**config.mk**
```make
export PLATFORM = sky130hd
export DESIGN_NAME = alu_issue_wb
export DESIGN_NICKNAME = d
export VERILOG_FILES = /design/src/rtl/alu_issue_wb.sv
export SDC_FILE = /design/constraint.sdc
export NUM_CORES = 1
export LEC_CHECK = 0
export CAP_MARGIN = 20
export CELL_PAD_IN_SITES_DETAIL_PLACEMENT = 2
export CELL_PAD_IN_SITES_GLOBAL_PLACEMENT = 2
export CORE_MARGIN = 5
export CORE_UTILIZATION = 30
export CTS_CLUSTER_SIZE = 10
export DETAILED_ROUTE_END_ITERATION = 8
export PLACE_DENSITY_LB_ADDON = 0.1
export SLEW_MARGIN = 20
export SYNTH_ARGS = -nofsm -noshare
export SYNTH_HDL_FRONTEND = slang
export SYNTH_SLANG_ARGS = --single-unit
```
**constraint.sdc**
```tcl
create_clock -name clk -period 6.5 [get_ports clk]
set_input_delay 1.625 -clock clk [delete_from_list [all_inputs] [get_ports clk]]
set_output_delay 1.625 -clock clk [all_outputs]
set_load 0.01 [all_outputs]
```
**src/rtl/alu_issue_wb.sv**
```systemverilog
// Operand-issue / writeback stage for the 8-bit ALU: serial IDLE -> EXEC -> WB per instruction.
// Optional ALU_ISSUE_R0_ZERO_EN makes r0 read as zero and ignore writes.
module alu_issue_wb #(
  parameter int unsigned DW = 8,
  parameter int unsigned AW = 3,
  localparam int unsigned IW = 5 + 3 * AW + DW
) (
  input  logic          clk,
  input  logic          rst,
  input  logic [IW-1:0] instr,
  input  logic          instr_valid,
  output logic          instr_ready,
  output logic [DW-1:0] aye,
  output logic [DW-1:0] bee,
  output logic [DW-1:0] lit,
  output logic [4:0]    calu,
  input  logic [DW-1:0] cee,
  output logic          wb_valid,
  output logic [AW-1:0] wb_addr,
  output logic [DW-1:0] wb_data,
  output logic          ill_op,
  input  logic [AW-1:0] dbg_addr,
  output logic [DW-1:0] dbg_data
);

  typedef enum logic [1:0] {StIdle, StExec, StWb} state_e;

  state_e          state_q, state_d;
  logic [4:0]      op_in;
  logic [AW-1:0]   rd_in, ra_in, rb_in;
  logic [DW-1:0]   lit_in;
  logic [4:0]      op_q;
  logic [AW-1:0]   rd_q;
  logic [DW-1:0]   aye_q, bee_q, lit_q, res_q;
  logic            ill_q;
  logic [DW-1:0]   rf [2**AW];
  logic            legal, accept, rf_we;

  assign op_in  = instr[IW-1 -: 5];
  assign rd_in  = instr[IW-6 -: AW];
  assign ra_in  = instr[IW-6-AW -: AW];
  assign rb_in  = instr[IW-6-2*AW -: AW];
  assign lit_in = instr[DW-1:0];

  assign legal       = op_in inside {[5'h01:5'h08], [5'h11:5'h13], [5'h15:5'h17]};
  // Ready depends on state only; reset forces it low while asserted.
  assign instr_ready = (state_q == StIdle) && !rst;
  assign accept      = instr_valid && instr_ready;

`ifdef ALU_ISSUE_R0_ZERO_EN
  assign rf_we = (state_q == StWb) && (rd_q != '0);
`else
  assign rf_we = (state_q == StWb);
`endif

  always_comb begin
    state_d = state_q;
    unique case (state_q)
      StIdle:  if (accept && legal) state_d = StExec;
      StExec:  state_d = StWb;
      StWb:    state_d = StIdle;
      default: state_d = StIdle;
    endcase
  end

  always_ff @(posedge clk or posedge rst) begin
    if (rst) begin
      state_q <= StIdle;
      op_q    <= '0;
      rd_q    <= '0;
      aye_q   <= '0;
      bee_q   <= '0;
      lit_q   <= '0;
      res_q   <= '0;
      ill_q   <= 1'b0;
      rf      <= '{default: '0};
    end else begin
      state_q <= state_d;
      ill_q   <= accept && !legal;
      if (accept && legal) begin
        op_q  <= op_in;
        rd_q  <= rd_in;
        aye_q <= rf[ra_in];
        bee_q <= rf[rb_in];
        lit_q <= lit_in;
      end
      if (state_q == StExec) res_q <= cee;
      if (rf_we) rf[rd_q] <= res_q;
    end
  end

  assign aye      = aye_q;
  assign bee      = bee_q;
  assign lit      = lit_q;
  assign calu     = (state_q == StExec) ? op_q : 5'h00;
  assign wb_valid = (state_q == StWb);
  assign wb_addr  = rd_q;
  assign wb_data  = res_q;
  assign ill_op   = ill_q;
  assign dbg_data = rf[dbg_addr];

endmodule

```
Yosys cells after proc, flatten, opt, wreduce, memory -nomap -nowiden --
Index checks and enable logic that the tools add are counted.
Operators by class: muxes and demuxes 15, bitwise logic cells 4, eq/ne operators 3, reductions and logical operators 12, order comparisons 11
Operator list (count):
- $bmux 8 s3 | 3
- $bwmux 64 | 1
- $mux 8 | 7
- $demux 8 s3 | 1
- $ge 4x4->1 const B | 4
- $not 3->4 | 4
- $ge 5x5->1 const B | 2
- $le 5x5->1 const B | 2
- $logic_and 1x1->1 | 8
- $ge 5x1->1 const B | 1
- $le 5x4->1 const B | 1
- $mux 5 | 1
- $lt 4x1->1 const B | 1
- $pmux 2 s2 | 1
- $reduce_bool 3->1 | 1
- $eq 2x1->1 const B | 1
- $eq 2x2->1 const B | 1
- $logic_not 1->1 | 2
- $logic_not 2->1 | 1
- $mux 2 | 1
- $ne 2x1->1 const B | 1
Word-level totals: output and inout bits 51, input bits 36, register bits 107

Depth between registers and ports, before layout --
Gate-level depths: netlist of run 1.
word-level depth 6, gate-level depth with buffers 5, mapped depth without buffers 4

Least setup slack after synthesis of run 1 --
OpenSTA, ideal clock, no wires.
path type input-to-output, start input port dbg_addr[0], end output port dbg_data[1], stages 4, buffers on the path 2, data required time 4.875 ns, arrival time 2.949 ns, slack 1.926 ns, cell sequence buf_2 > buf_2 > mux4_2 > mux2_2
Between the ends: word-level cells in the longest chain between the ends 4
RTL lines:
- start: declaration | line 22 | input logic [AW-1:0] dbg_addr,
- $not 3->4 (not written as such) | line 100 | assign dbg_data = rf[dbg_addr];
- $bmux 8 s3 | line 100
- $mux 8 (not written as such) (2 in a row) | line 100
- end: declaration | line 23 | output logic [DW-1:0] dbg_data
No other way between the ends. The select of a mux whose other input is x is not followed.

Worst setup path after layout of run 1 --
Same ends and word-level chain as after synthesis.

==> results of run 1 <==
final timing paths:
kind                                        start                endpoint  slack, ns  cells after the start
max                                   dbg_addr[0]             dbg_data[1]       1.11                      5
min                           op_q[1]$_DFFE_PP0P_     op_q[1]$_DFFE_PP0P_       0.51                      1
max reg2reg                state_q[1]$_DFFE_PP0P_      rf[17]$_DFFE_PP0P_       4.21                      4
min reg2reg                   op_q[1]$_DFFE_PP0P_     op_q[1]$_DFFE_PP0P_       0.51                      1
max in group asynchronous                     rst      rf[58]$_DFFE_PP0P_       3.79                      3
min in group asynchronous                     rst  wb_data[1]$_DFFE_PP0N_       1.72                      2
per-layer routing:
metal	vias to the layer above	track usage	routed length, µm
li1	1456	-	-
met1	1866	0.200	7070
met2	66	0.250	7770
met3	12	0.0318	506
met4	0	0.0349	164
met5	-	0	0
layout make-up:
class / instances / area (µm²)
Clock buffer: 9 / 225
Clock inverter: 7 / 67.6
Fill cell: 1803 / 11600
Inverter: 2 / 10.0
Multi-Input combinational cell: 203 / 2820
Sequential cell: 107 / 2680
Tap cell: 234 / 293
Timing Repair Buffer: 95 / 928
sequential cells by signal (all words and copies together) (netlist names):
register / flops
wb_data: 8
bee: 8
state_q: 2
wb_addr: 3
aye: 8
op_q: 5
rf: 64
ill_op: 1
lit: 8
cells by family after synthesis:
group / count (synthesis) / share of synthesized area
multiplexers: 176 / 0.468
AND/OR/NAND/NOR: 25 / 0.0300
flip-flops: 107 / 0.476
buffers and inverters: 25 / 0.0231
AO/OA/AOI/OAI: 2 / 0.00356
cell usage after synthesis, drive strengths merged:
library cell	n
nand3b	2
inv	2
nor2	3
and3	1
nor2b	3
mux4	48
nor3b	2
nand2	4
nor3	1
nand3	2
and2	5
mux2	128
dfrtp	107
buf	11
o211ai	1
o21bai	1
or3b	1
or4b	1
clkbuf	12
stage by stage:
| step | area, µm² | utilization |
|---|---|---|
| global route | 7020 | 0.378 |
| detailed placement | 6730 | 0.362 |
| finish | 7020 | 0.378 |
| CTS | 7020 | 0.378 |
| global placement | 6730 | 0.362 |
| floorplan | 5630 | - |
worst max-delay path: cells and delay by family:
family | cells | cell delay (ns)
buffers and inverters | 3 | 1.28
muxes | 2 | 0.84
report_power, final:
group          leakage [nW]  switching (mW)  internal, mW
sequential             1.39           0.251         0.908
combinational          1.53           0.271         0.644
clock                 0.142           0.283         0.272
==> run_results.csv, run 1 <==
group,metric,value,unit
timing,fin_crit,5.39,ns
layout,area_growth,24.8,%
timing,final-setup-viol-count,0,
floorplan,dieArea,0.0216,mm²
detailed_routing,drtIter0Drc,105,
detailed_routing,vias,3400,
placed_design,gp_congestion,0.739,
detailed_routing,drt-pass1-iter-count,4,
critical_path,cp_max_fo,16,
layout,stdcell_count,657,
cts,root_buffer,"clkbuf_16",
logic_synthesis,post_synth.cell_area_avg,16.8,µm²
cts,cts_hold_buf,0,
grt,antenna_found_initial,0,
grt,grt_pass1_wl,24500,µm
floorplan,io_pins,87,
cts,clock_sinks,107,
cts,cts_tree,"yes",
outcome,status,"finished, final reports clean",
power_and_ir_drop,peakVddDrop,0.151,mV
logic_synthesis,synth.area.top_cells,"dfrtp_1 48%, mux2_2 20%, mux4_2 19%",
logic_synthesis,syn_area,0.00563,mm²
floorplan,die-height,147,µm
detailed_routing,totalWireLength,15500,µm
logic_synthesis,ys_seq_area_frac,0.476,
detailed_routing,wl_per_cell,23.6,µm
logic_synthesis,synth_area_leader_cell,"dfrtp_1",
timing,fmax,186,MHz
power_and_ir_drop,powerDensity,374,mW/mm²
hold_path,worstHoldPathType,"flop to flop",
critical_path,worstSetupPathType,"input pin to primary output",
timing,setup_ws,1.11,ns
logic_synthesis,synth_cell_types,24,
grt,grt_util_all_layers,0.150,
placed_design,dpl_worst_slack,1.08,ns
grt,grt_pass1_vias,3913,
timing,max-slew-margin-rel,0.271,
detailed_routing,drc,0,
floorplan,rows,50,
cts,clk_latency,0.36,ns
placed_design,io_buffers,86,
cts,clk_pin_slew,0.08,ns
detailed_routing,routed_via_density,5.18,
layout,layout_commonest_cell,"dfrtp_1",
layout,final_cell_mix,"107 x dfrtp_1, 99 x mux2_2, 86 x clkdlybuf4s50_1",
logic_synthesis,yosysWarnings,0,
logic_synthesis,synth_top_area_frac,0.476,
grt,overflow,0,
cts,cts_inserted_buffers,9,
layout,drive_gt1_frac,0.492,
floorplan,start_util,0.303,
layout,diodes,0,
cts,cts_max_level,3,
logic_synthesis,synth_nets,371,
timing,worst_hold_slack,0.507,ns
critical_path,endpoint_kind,"primary output",
placed_design,hpwl,10300,µm
critical_path,crit_slowest_cell,"mux4_2",
placed_design,dp.cells,641,
timing,final-hold-violation-count,0,
critical_path,worstPathArrival,3.76,ns
critical_path,crit_required,4.88,ns
power_and_ir_drop,power.total,2.63,mW
timing,tightest_slew,1.09,ns
timing,rsz0062_at_grt,"false",
critical_path,cp-start-kind,"input pin",
cts,cts_resized,0,
logic_synthesis,synthCells,335,
critical_path,crit_top_cell,"clkdlybuf4s50_1",
detailed_routing,ant_nets,0,
floorplan,die_w,147,µm
layout,nNetsFinal,454,
floorplan,core,0.0186,mm²
timing,final.setup_skew,0.00775,ns
timing,fin_crit_sh,0.829,
run,cap_violations,0,
timing,setup_tns,0,ns
cts,postCtsSetupRepairBufs,0,
grt,grt_start_max_net_pins,47,
timing,slew_violations,0,
critical_path,cp_cell_sequence,"clkdlybuf4s50_1 -> buf_4 -> mux4_2 -> mux2_2 -> clkdlybuf4s50_1",
critical_path,max_stage_delay,0.55,ns
logic_synthesis,ys_ff_latch,107,
cts,clk_path_buf_depth,2,
power_and_ir_drop,leakage,3.06,nW
Power figures use the tool's default switching activity.
==> inputs of run 2 (changes only) <==
Clock period 6.5 ns to 4.6 ns, I/O delays scaled along.
==> run 2 against run 1 <==
Critical path depth did not move. Die area stayed put. Clock power up 55%.
==> run_results.csv, run 2 (synthesis results as in run 1) <==
group,metric,value,unit
outcome,status,"finished, final reports clean",
timing,final.setup_skew,0.00868,ns
power_and_ir_drop,p_sw_frac,0.287,
power_and_ir_drop,internal-power,2.70,mW
layout,diodes,0,
detailed_routing,wl_per_cell,23.3,µm
placed_design,gp_congestion,0.741,
hold_path,whs_path_depth,1,
timing,fin_crit_sh,0.940,
critical_path,r2r-end,"rf[10]$_DFFE_PP0P_",
grt,grt_start_max_net_pins,73,
power_and_ir_drop,switching_power,1.09,mW
grt,grt_pass1_wl,24300,µm
placed_design,dpl_worst_slack,0.254,ns
placed_design,io_buffers,86,
detailed_routing,drt-pass1-iter-count,4,
critical_path,rrSetupSlack,2.38,ns
detailed_routing,ant_nets,0,
power_and_ir_drop,p_clk_frac,0.228,
cts,cts_hold_buf,0,
floorplan,rows,50,
floorplan,die_w,147,µm
floorplan,dieArea,0.0216,mm²
cts,cts_max_level,3,
cts,cts_tree,"yes",
critical_path,worstSetupPathType,"input pin to primary output",
layout,largest_reg_flops,64,
critical_path,crit_path_start,"dbg_addr[0]",
detailed_routing,vias,3402,
layout,final_cell_mix,"107 x dfrtp_1, 99 x mux2_2, 86 x clkdlybuf4s50_1",
critical_path,worstPathArrival,3.18,ns
layout,postLayoutCoreUtil,0.384,
power_and_ir_drop,leakage,3.11,nW
critical_path,cp-start-kind,"input pin",
timing,final-setup-viol-count,0,
layout,stdcell_count,661,
floorplan,die-height,147,µm
layout,fillers,1790,
timing,final-hold-violation-count,0,
timing,fmax,231,MHz
hold_path,min_to,"op_q[2]$_DFFE_PP0P_",
power_and_ir_drop,peakVddDrop,0.211,mV
timing,setup_ws,0.275,ns
floorplan,start_util,0.303,
grt,grt_util_all_layers,0.148,
power_and_ir_drop,power_frac_seq,0.431,
cts,cts_inserted_buffers,9,
critical_path,endpoint_kind,"primary output",
cts,clk_path_buf_depth,2,
timing,fin_crit,4.33,ns
floorplan,io_pins,87,
layout,layout_commonest_cell,"dfrtp_1",
layout,drive_gt1_frac,0.492,
detailed_routing,drtIter0Drc,115,
cts,postCtsSetupRepairBufs,0,
grt,antenna_found_initial,0,
critical_path,crit_required,3.45,ns
cts,cts_resized,0,
timing,slew_violations,0,
cts,root_buffer,"clkbuf_16",
layout,nNetsFinal,458,
detailed_routing,drc,0,
timing,rsz0062_at_grt,"false",
grt,overflow,0,
timing,max-slew-margin-rel,0.290,
power_and_ir_drop,powerDensity,533,mW/mm²
placed_design,hpwl,10400,µm
floorplan,core,0.0186,mm²
timing,setup_tns,0,ns
critical_path,cp_max_fo,16,
hold_path,worstHoldStart,"op_q[2]$_DFFE_PP0P_",
hold_path,worstHoldPathType,"flop to flop",
grt,grt_pass1_vias,3892,
detailed_routing,totalWireLength,15400,µm
detailed_routing,routed_via_density,5.15,
layout,area_growth,26.6,%
run,cap_violations,0,
timing,tightest_slew,1.06,ns
power_and_ir_drop,combPwrFrac,0.342,
cts,clk_latency,0.35,ns
critical_path,r2r-start,"state_q[1]$_DFFE_PP0P_",
layout,top_register,"rf",
critical_path,worst-r2r-cell-count,4,
cts,clk_pin_slew,0.07,ns
cts,clock_sinks,107,
placed_design,dp.cells,645,
timing,worst_hold_slack,0.503,ns
==> run 2: metrics by stage <==
stage,area (µm²),power [mW]
2_1_floorplan,5630,2.39
6_report,7130,3.79
3_3_place_gp,6800,2.92
3_5_place_dp,6800,2.97
4_1_cts,7130,3.86
5_1_grt,7130,4.03
==> run 2: power groups by stage <==
stage | combinational [mW] | sequential [mW] | clock (mW)
2_1_floorplan | 0.824 | 1.57 | 0
5_1_grt | 1.39 | 1.70 | 0.937
3_5_place_dp | 1.32 | 1.65 | 0
3_3_place_gp | 1.29 | 1.63 | 0
6_report | 1.30 | 1.63 | 0.863
4_1_cts | 1.33 | 1.63 | 0.898
==> run 2: how the worst max path moves through the flow <==
stage	slack [ns]	endpoint
2_1_floorplan	0.63	aye[0]$_DFFE_PP0P_
3_3_place_gp	0.27	dbg_data[1]
5_1_grt	0.17	dbg_data[1]
3_5_place_dp	0.25	dbg_data[1]
6_report	0.27	dbg_data[1]
4_1_cts	0.25	dbg_data[1]
==> run 2: area by class of cell <==
cell class | count | area, µm² | share of cell area
Multi-Input combinational cell | 203 | 2820 | 0.396
Sequential cell | 107 | 2680 | 0.376
Timing Repair Buffer | 99 | 996 | 0.140
Tap cell | 234 | 293 | 0.0411
Clock buffer | 12 | 256 | 0.0360
Clock inverter | 4 | 72.6 | 0.0102
Inverter | 2 | 10.0 | 0.00140
==> run 2: worst max-delay path, cell delays in order <==
cell	delay [ns]
clkdlybuf4s50_1	0.52
buf_12	0.21
mux4_2	0.51
mux2_2	0.28
clkdlybuf4s50_1	0.50
==> run 2: per-layer routing <==
| layer | GRT usage | up-vias | part of all wire |
|---|---|---|---|
| met5 | 0 | - | 0 |
| met4 | 0.0368 | 0 | 0.012 |
| met2 | 0.246 | 74 | 0.50 |
| li1 | - | 1471 | - |
| met1 | 0.199 | 1847 | 0.45 |
| met3 | 0.0336 | 10 | 0.040 |
